==> src/rtl/pe_vector_loader.sv <==
`timescale 1ns/1ps
`default_nettype none
// ============================================================================
// Module      : pe_vector_loader
// Description : Upstream feeder for the PE dot-product stage. Packs a serial
//               stream of (x, k) element pairs into two C-lane vectors, owns
//               the PE enable while the PE works on them, captures the PE
//               result and offers it downstream over a valid/ready handshake.
//
// Ports       : clk, rst_n           clock, asynchronous active-low reset
//               s_valid/s_ready      element input handshake
//               s_x, s_k, s_last     element pair and end-of-vector marker
//               pe_enable            PE enable (high only while RUN)
//               pe_x, pe_k           packed vectors, lane i = element i
//               pe_valid, pe_y       PE result valid and result value
//               m_valid/m_ready      result output handshake
//               m_y, m_count, m_err  result, element count, watchdog abort
//
// Options     : define PE_LOADER_WATCHDOG_EN to add a RUN-cycle watchdog that
//               aborts after TIMEOUT cycles without pe_valid (m_err = 1).
//               Without it, RUN waits indefinitely and m_err is tied low.
//
// Revision    : 1.0 - initial release
// ============================================================================
module pe_vector_loader #(
    parameter int C       = 8,
    parameter int W_X     = 8,
    parameter int W_K     = 8,
    parameter int TIMEOUT = 64
) (
    input  logic                     clk,
    input  logic                     rst_n,
    // element input stream
    input  logic                     s_valid,
    output logic                     s_ready,
    input  logic [W_X-1:0]           s_x,
    input  logic [W_K-1:0]           s_k,
    input  logic                     s_last,
    // processing element side
    output logic                     pe_enable,
    output logic [C*W_X-1:0]         pe_x,
    output logic [C*W_K-1:0]         pe_k,
    input  logic                     pe_valid,
    input  logic [W_X-1:0]           pe_y,
    // result output stream
    output logic                     m_valid,
    input  logic                     m_ready,
    output logic [W_X-1:0]           m_y,
    output logic [$clog2(C+1)-1:0]   m_count,
    output logic                     m_err
);

    localparam int IDX_W = $clog2(C);
    localparam int CNT_W = $clog2(C+1);
    localparam logic [IDX_W-1:0] LAST_IDX = IDX_W'(C - 1);

    // Elaboration-time sanity check on the configuration.
    generate
        if (C < 2 || TIMEOUT < 1) begin : g_param_check
            $error("pe_vector_loader: C must be >= 2 and TIMEOUT >= 1");
        end
    endgenerate

    typedef enum logic [1:0] {
        ST_FILL = 2'd0,
        ST_RUN  = 2'd1,
        ST_HOLD = 2'd2
    } state_t;

    // ------------------------------------------------------------------------
    // State
    // ------------------------------------------------------------------------
    state_t             state_q,  state_d;
    logic [IDX_W-1:0]   idx_q,    idx_d;
    logic [W_X-1:0]     lane_x_q [C];
    logic [W_X-1:0]     lane_x_d [C];
    logic [W_K-1:0]     lane_k_q [C];
    logic [W_K-1:0]     lane_k_d [C];
    logic [W_X-1:0]     m_y_q,     m_y_d;
    logic [CNT_W-1:0]   m_count_q, m_count_d;

`ifdef PE_LOADER_WATCHDOG_EN
    // The counter only has to reach TIMEOUT-1: the abort fires on the edge
    // that would have taken it to TIMEOUT.
    localparam int RC_W = (TIMEOUT > 1) ? $clog2(TIMEOUT) : 1;
    localparam logic [RC_W-1:0] RC_LAST = RC_W'(TIMEOUT - 1);

    logic [RC_W-1:0]    run_cnt_q, run_cnt_d;
    logic               err_q,     err_d;
`endif

    // Handshake / enable outputs are pure decodes of the registered state, so
    // they all move on the same edge as the state and drop asynchronously
    // with reset.
    assign s_ready   = (state_q == ST_FILL);
    assign pe_enable = (state_q == ST_RUN);
    assign m_valid   = (state_q == ST_HOLD);
    assign m_y       = m_y_q;
    assign m_count   = m_count_q;

`ifdef PE_LOADER_WATCHDOG_EN
    assign m_err     = err_q;
`else
    assign m_err     = 1'b0;
`endif

    // Flatten the lane registers into the packed vectors the PE consumes.
    generate
        for (genvar i = 0; i < C; i++) begin : g_pack
            assign pe_x[i*W_X +: W_X] = lane_x_q[i];
            assign pe_k[i*W_K +: W_K] = lane_k_q[i];
        end
    endgenerate

    // ------------------------------------------------------------------------
    // Next-state logic
    // ------------------------------------------------------------------------
    always_comb begin
        state_d   = state_q;
        idx_d     = idx_q;
        lane_x_d  = lane_x_q;
        lane_k_d  = lane_k_q;
        m_y_d     = m_y_q;
        m_count_d = m_count_q;
`ifdef PE_LOADER_WATCHDOG_EN
        run_cnt_d = run_cnt_q;
        err_d     = err_q;
`endif

        case (state_q)
            ST_FILL: begin
`ifdef PE_LOADER_WATCHDOG_EN
                // Every RUN phase starts counting from zero.
                run_cnt_d = '0;
`endif
                if (s_valid) begin
                    lane_x_d[idx_q] = s_x;
                    lane_k_d[idx_q] = s_k;
                    idx_d           = idx_q + IDX_W'(1);
                    // The last lane ends the vector even without s_last, and
                    // s_last on the last lane is just one ordinary end.
                    if (s_last || (idx_q == LAST_IDX)) begin
                        state_d   = ST_RUN;
                        m_count_d = CNT_W'(idx_q) + CNT_W'(1);
                    end
                end
            end

            ST_RUN: begin
                // A genuine result beats the watchdog on the same edge.
                if (pe_valid) begin
                    m_y_d   = pe_y;
                    state_d = ST_HOLD;
                end
`ifdef PE_LOADER_WATCHDOG_EN
                else if (run_cnt_q == RC_LAST) begin
                    m_y_d   = '0;
                    err_d   = 1'b1;
                    state_d = ST_HOLD;
                end else begin
                    run_cnt_d = run_cnt_q + RC_W'(1);
                end
`endif
            end

            ST_HOLD: begin
                if (m_ready) begin
                    // Clearing the lanes here is what zero-pads the next,
                    // possibly shorter, vector.
                    lane_x_d = '{default: '0};
                    lane_k_d = '{default: '0};
                    idx_d    = '0;
`ifdef PE_LOADER_WATCHDOG_EN
                    err_d    = 1'b0;
`endif
                    state_d  = ST_FILL;
                end
            end

            default: begin
                state_d = ST_FILL;
            end
        endcase
    end

    // ------------------------------------------------------------------------
    // Registers
    // ------------------------------------------------------------------------
    always_ff @(posedge clk or negedge rst_n) begin
        if (!rst_n) begin
            state_q   <= ST_FILL;
            idx_q     <= '0;
            lane_x_q  <= '{default: '0};
            lane_k_q  <= '{default: '0};
            m_y_q     <= '0;
            m_count_q <= '0;
`ifdef PE_LOADER_WATCHDOG_EN
            run_cnt_q <= '0;
            err_q     <= 1'b0;
`endif
        end else begin
            state_q   <= state_d;
            idx_q     <= idx_d;
            lane_x_q  <= lane_x_d;
            lane_k_q  <= lane_k_d;
            m_y_q     <= m_y_d;
            m_count_q <= m_count_d;
`ifdef PE_LOADER_WATCHDOG_EN
            run_cnt_q <= run_cnt_d;
            err_q     <= err_d;
`endif
        end
    end

endmodule
`default_nettype wire

==> config.mk <==
export PLATFORM = sky130hd
export DESIGN_NAME = pe_vector_loader
export DESIGN_NICKNAME = d
export VERILOG_FILES = /design/src/rtl/pe_vector_loader.sv
export SDC_FILE = /design/constraint.sdc
export NUM_CORES = 1
export LEC_CHECK = 0
export BUFFER_PORTS_ARGS = -buffer_cell sky130_fd_sc_hd__buf_2
export CAP_MARGIN = 40
export CORE_ASPECT_RATIO = 0.7
export CORE_MARGIN = 5
export CORE_UTILIZATION = 48
export CTS_BUF_LIST = sky130_fd_sc_hd__clkbuf_4
export DETAILED_ROUTE_END_ITERATION = 12
export GPL_TIMING_DRIVEN = 0
export HOLD_SLACK_MARGIN = 0.05
export PLACE_DENSITY = 0.83
export SYNTH_ARGS = -nofsm -noshare
export SYNTH_HDL_FRONTEND = slang
export SYNTH_SLANG_ARGS = --single-unit
==> constraint.sdc <==
create_clock -name clk -period 1.84 [get_ports clk]
set_clock_uncertainty 0.2 [all_clocks]
set_input_delay 0.276 -clock clk [delete_from_list [all_inputs] [get_ports clk]]
set_output_delay 0.276 -clock clk [all_outputs]
set_load 0.01 [all_outputs]
After elaboration in Yosys (flattened, before gate mapping)
Index checks and enable logic that the tools add are counted.
{"block": "classes", "addsub": 2, "eq_ne": 7, "reduce_logical": 8, "n_mux": 17, "bitwise": 1, "n_lt_le_gt_ge": 2}
{"cell": "one-hot mux 64 bit (2 select lines)", "n": 2}
{"cell": "two-way mux 64 bit", "n": 3}
{"cell": "bitwise mux 64 bit", "n": 2}
{"cell": "demux 8 bit (select 3 bit)", "n": 1}
{"cell": "two-way mux 2 bit", "n": 4}
{"cell": "two-way mux 8 bit", "n": 1}
{"cell": "two-way mux 3 bit", "n": 2}
{"cell": "!= test 2 x 1 -> 1 bit (second input constant)", "n": 3}
{"cell": "one-hot mux 2 bit (3 select lines)", "n": 1}
{"cell": "one-hot mux 3 bit (2 select lines)", "n": 1}
{"cell": "AND reduction 3 bit", "n": 2}
{"cell": "adder 3 x 1 -> 4 bit (second input constant)", "n": 1}
{"cell": "greater-or-equal comparator 4 bit (second input constant)", "n": 1}
{"cell": "< comparator 4 x 1 -> 1 bit (second input constant)", "n": 1}
{"cell": "NOT 3 -> 4 bit", "n": 1}
{"cell": "AND reduction 4 bit", "n": 1}
{"cell": "adder 3 x 1 -> 3 bit (second input constant)", "n": 1}
{"cell": "equality test 3 bit (second input constant)", "n": 1}
{"cell": "equality test 2 x 1 -> 1 bit (second input constant)", "n": 1}
{"cell": "equality test 2 bit (second input constant)", "n": 1}
{"cell": "logical NOT 2 bit", "n": 1}
{"cell": "!= test 2 bit (second input constant)", "n": 1}
{"cell": "AND reduction 2 bit", "n": 1}
{"cell": "nonzero test 2 bit", "n": 1}
{"cell": "other kinds (2)", "n": 2}
{"block": "totals", "register_bits": 145, "output_inout_bits": 144, "elab_cells": 57}

Depth between registers and ports, before layout
{"block": "logic_depth", "word_depth": 8, "mapped_depth": 6, "mapped_depth_nobuf": 4}

Worst setup path after synthesis
Ideal clock, no wire load.
{"block": "synth_timing", "kind": "register to register", "start": "register idx_q[0]", "end": "register lane_k_q (netlist bit pe_k[16])", "t_arrival_ps": 1596, "setup_ps": 133, "required_ps": 1507, "synth_period_minus_slack_ps": 1929, "path_stages_with_launch": 7, "setup_slack_ps": -89, "cell_sequence": "dfrtp_1 buf_6 or3b_1 buf_2 a211oi_4 buf_6 o22ai_1"}
{"block": "synth_between", "elab_chain_cells": 8}
{"element": "from (decl)", "line_no": "74", "source": "logic [IDX_W-1:0] idx_q, idx_d;"}
{"element": "from (signal assigned)", "line_no": "203", "source": "idx_q <= idx_d;"}
{"element": "NOT 3 -> 4 bit (implied by the code) *", "line_no": "138", "source": "lane_k_d[idx_q] = s_k;"}
{"element": "greater-or-equal comparator 4 bit (implied by the code) / < comparator 4 x 1 -> 1 bit (equally long branches)", "line_no": "138"}
{"element": "logical AND 1 bit (implied by the code)", "line_no": "138"}
{"element": "two-way mux 8 bit (implied by the code)", "line_no": "138"}
{"element": "demux 8 bit (select 3 bit) *", "line_no": "138"}
{"element": "bitwise mux 64 bit *", "line_no": "138"}
{"element": "two-way mux 64 bit *", "line_no": "136", "source": "if (s_valid) begin"}
{"element": "one-hot mux 64 bit (2 select lines) *", "line_no": "130", "source": "case (state_q)"}
{"element": "to (signal assigned)", "line_no": "205", "source": "lane_k_q <= lane_k_d;"}
{"element": "to (decl)", "line_no": "77", "source": "logic [W_K-1:0] lane_k_q [C];"}
Every way passes the cells marked *; elsewhere a longest branch is shown, timed or not. The select of a mux whose other input is x is not followed.
A chain may end at the register's enable or synchronous reset.

Worst setup path after layout
{"block": "layout_timing", "start": "register idx_q[0]", "end": "register lane_k_q (netlist bit pe_k[5])"}
Same word-level chain as after synthesis.

==> flow_summary_export.csv <==
group,metric,value,unit
grt,grt_max_degree,93,
power,p_sw,0.00676,W
synthesis,async_flop_share,1.00,
timing,setup_viol_count_final,134,
timing,drv_slew,0,
worst_setup_path,critPathMaxFanout,5,
power,swShare,0.409,
die,rows,33,
power,p_leak,4.52,nW
die,die_x,140,microns
synthesis,yosys_warnings,0,
synthesis,synth_cell_types,30,
power,pwr-share-clk,0.149,
finish,area_delta_synth_final,65.3,%
synthesis,syn_nets,530,
worst_setup_path,arrival,2.26,ns
hold_path,worstHoldPathType,"input port to flop",
finish,n_antenna_cell,0,
synthesis,synthFlopType,"dfrtp_1",
timing,clock.fmax,0.495,GHz
power,seqPwrFrac,0.335,
finish,fin_nets,828,
drt,vias,5452,
grt,antenna_found_initial,0,
power,pwr-share-comb,0.516,
synthesis,yosysSeqAreaShare,0.638,
die,core_area,11600,sq um
die,initial_utilization,0.488,
synthesis,synth_cells,498,
grt,grt_pass1_wl,29.5,mm
finish,drive_above_1_share,0.593,
worst_setup_path,critPathLaunchType,"flop",
timing,worst_slack,-0.179,ns
clock_tree,cts_max_level,4,
placement,portBuffers,172,
clock_tree,cts_sinks,145,
clock_tree,numCtsBuffers,17,
timing,hold_viol,0,
worst_setup_path,critPathRequiredTime,2.08,ns
run_status,violations,"negative setup slack",
die,boundaryPins,174,
drt,dr.pass1.iters,4,
synthesis,ys_seq_elements,145,
die,fp.dieArea,14200,sq um
run_status,outcome,"finished, violations left",
clock_tree,clockBufferDepth,2,
clock_tree,clkTransAtPathRegs,0.14,ns
timing,tightest_slew,0.513,ns
timing,slew_headroom,0.658,
die,die_h,101,microns
placement,dpl.hpwl,12.0,mm
clock_tree,clock_latency,0.54,ns
power,vdd_drop_max,1.20,mV
synthesis,synth_area,5690,sq um
grt,grt_overflow,0,
worst_setup_path,end_kind,"flop",
placement,routabilityCongestion,0.852,
drt,postRouteAntennaNets,0,
drt,wl,22.8,mm
flow_run,drv_cap,0,
worst_setup_path,crit_type,"flop to flop",
grt,grt_pass1_vias,5443,
timing,whs,0.303,ns
timing,rsz0062_at_grt,"true",
grt,track_usage,0.274,
synthesis,synth_enable_flop_cells,0,
drt,viasPerCell,5.65,
power,powerDensity,1760,nW/um^2
synthesis,synth_area_per_cell,11.4,sq um
drt,drt_iter0_markers,343,
clock_tree,cts_tree,"done",
power,p_int,0.00977,W
clock_tree,root_buffer,"clkbuf_4",
placement,dp_cells,828,
drt,drc,0,
drt,wl_per_cell,23.6,microns
timing,period_minus_slack,2.02,ns
timing,fin_crit_sh,1.10,
finish,final_cells,965,
metrics by stage:
stage                     power [W]  utilization  cell area [sq um]  setup slack [ns]  TNS (ns)
final                        0.0165        0.807               9400            -0.179    -13.03
after global routing         0.0172        0.807               9400            -0.223    -17.86
after CTS                    0.0145        0.712               8290            -0.189    -11.43
after detailed placement     0.0109        0.584               6800            -0.575    -53.49
after global placement       0.0106        0.581               6770             -1.52   -264.60
after floorplan             0.00844            -               5710           -0.0501     -1.42
placed cells by master (no fill, tap or decap), drive strengths merged:
master / count
mux2: 10
o22ai: 128
or3: 1
o21ai: 3
o21a: 1
nand3: 1
a21oi: 1
or3b: 3
buf: 270
a22o: 2
bufinv: 5
a21o: 1
conb: 1
dlygate4sd3: 30
clkinvlp: 1
inv: 134
nor3b: 2
clkbuf: 25
nor2b: 2
or2: 1
nand3b: 3
dfrtp: 145
nand2b: 1
nor2: 1
ha: 2
clkinv: 6
nand2: 17
mux2i: 3
a211oi: 8
sequential cells by signal, indices dropped and copies added (netlist names):
signal,flops
pe_k,64
pe_x,64
m_y,8
m_count,4
idx_q,3
state_q,2
cell families after synthesis:
| family | share of synthesized area |
|---|---|
| simple gates | 0.0304 |
| fa+ha+maj | 0.00440 |
| flops | 0.638 |
| mux | 0.0273 |
| other cells | 0.000659 |
| buf+inv | 0.121 |
| compound gates | 0.178 |
metal layers:
metal | up-vias | share of wire | global-route usage
li1 | 2273 | - | -
met1 | 2769 | 0.38 | 0.348
met2 | 345 | 0.51 | 0.460
met3 | 65 | 0.084 | 0.0811
met4 | 0 | 0.029 | 0.0834
met5 | - | 0 | 0
cell type report:
type                       count  area [sq um]
inverter                     133           502
tap                          157           196
buffer                        20           218
multi-input combinational    192          2450
timing repair buffer         287          2050
clock inverter                13           211
fill                         643          2240
sequential                   145          3630
clock buffer                  18           135
worst paths after layout:
kind | slack [ns] | from | cells after the start | to
min in group asynchronous | 0.57 | rst_n | 3 | pe_k[44]$_DFFE_PN0P_
max reg2reg | -0.18 | idx_q[0]$_DFFE_PN0P_ | 6 | pe_k[5]$_DFFE_PN0P_
min reg2reg | 0.32 | m_y[5]$_DFFE_PN0P_ | 1 | m_y[5]$_DFFE_PN0P_
max in group asynchronous | 0.16 | rst_n | 4 | pe_k[22]$_DFFE_PN0P_
min | 0.30 | pe_y[4] | 3 | m_y[4]$_DFFE_PN0P_
max | -0.18 | idx_q[0]$_DFFE_PN0P_ | 6 | pe_k[5]$_DFFE_PN0P_
critical path, stage by stage (launching register included):
cell and delay, ns:
dfrtp_2 0.46, buf_6 0.14, or3_4 0.41, a211oi_4 0.31
buf_4 0.18, buf_6 0.13, o22ai_2 0.09
power by group through the flow:
stage,clock network [W],registers [W],logic (W)
floorplan,0,0.00596,0.00248
global placement,0,0.00536,0.00521
detailed placement,0,0.00543,0.00542
CTS,0.00241,0.00540,0.00669
global route,0.00262,0.00563,0.00897
finish,0.00247,0.00553,0.00853
cell usage after synthesis, types with 2 or more instances:
cell / instances / area share
buf_6: 7 / 0.014
buf_4: 6 / 0.0079
or3b_1: 3 / 0.0046
clkbuf_1: 8 / 0.0053
a211oi_4: 8 / 0.028
nand3b_1: 3 / 0.0040
dfrtp_1: 145 / 0.64
mux2_2: 10 / 0.020
mux2i_1: 2 / 0.0035
ha_1: 2 / 0.0044
o22ai_1: 128 / 0.14
a22o_1: 2 / 0.0031
o21ai_0: 3 / 0.0026
inv_1: 133 / 0.088
nand2_1: 17 / 0.011
nor2b_1: 2 / 0.0022
buf_2: 6 / 0.0053
what timing repair did:
| action | 4_1_cts | 5_1_grt |
|---|---|---|
| hold endpoints to repair | 280 | 8 |
| cloned | 6 | 5 |
| setup endpoints to repair | 138 | 229 |
| setup buffers | 51 | 26 |
| gates resized for setup | 102 | 188 |
| pin swaps | 28 | 46 |
| hold buffers | 29 | 1 |
No activity file was read; power rests on OpenSTA's default activity.
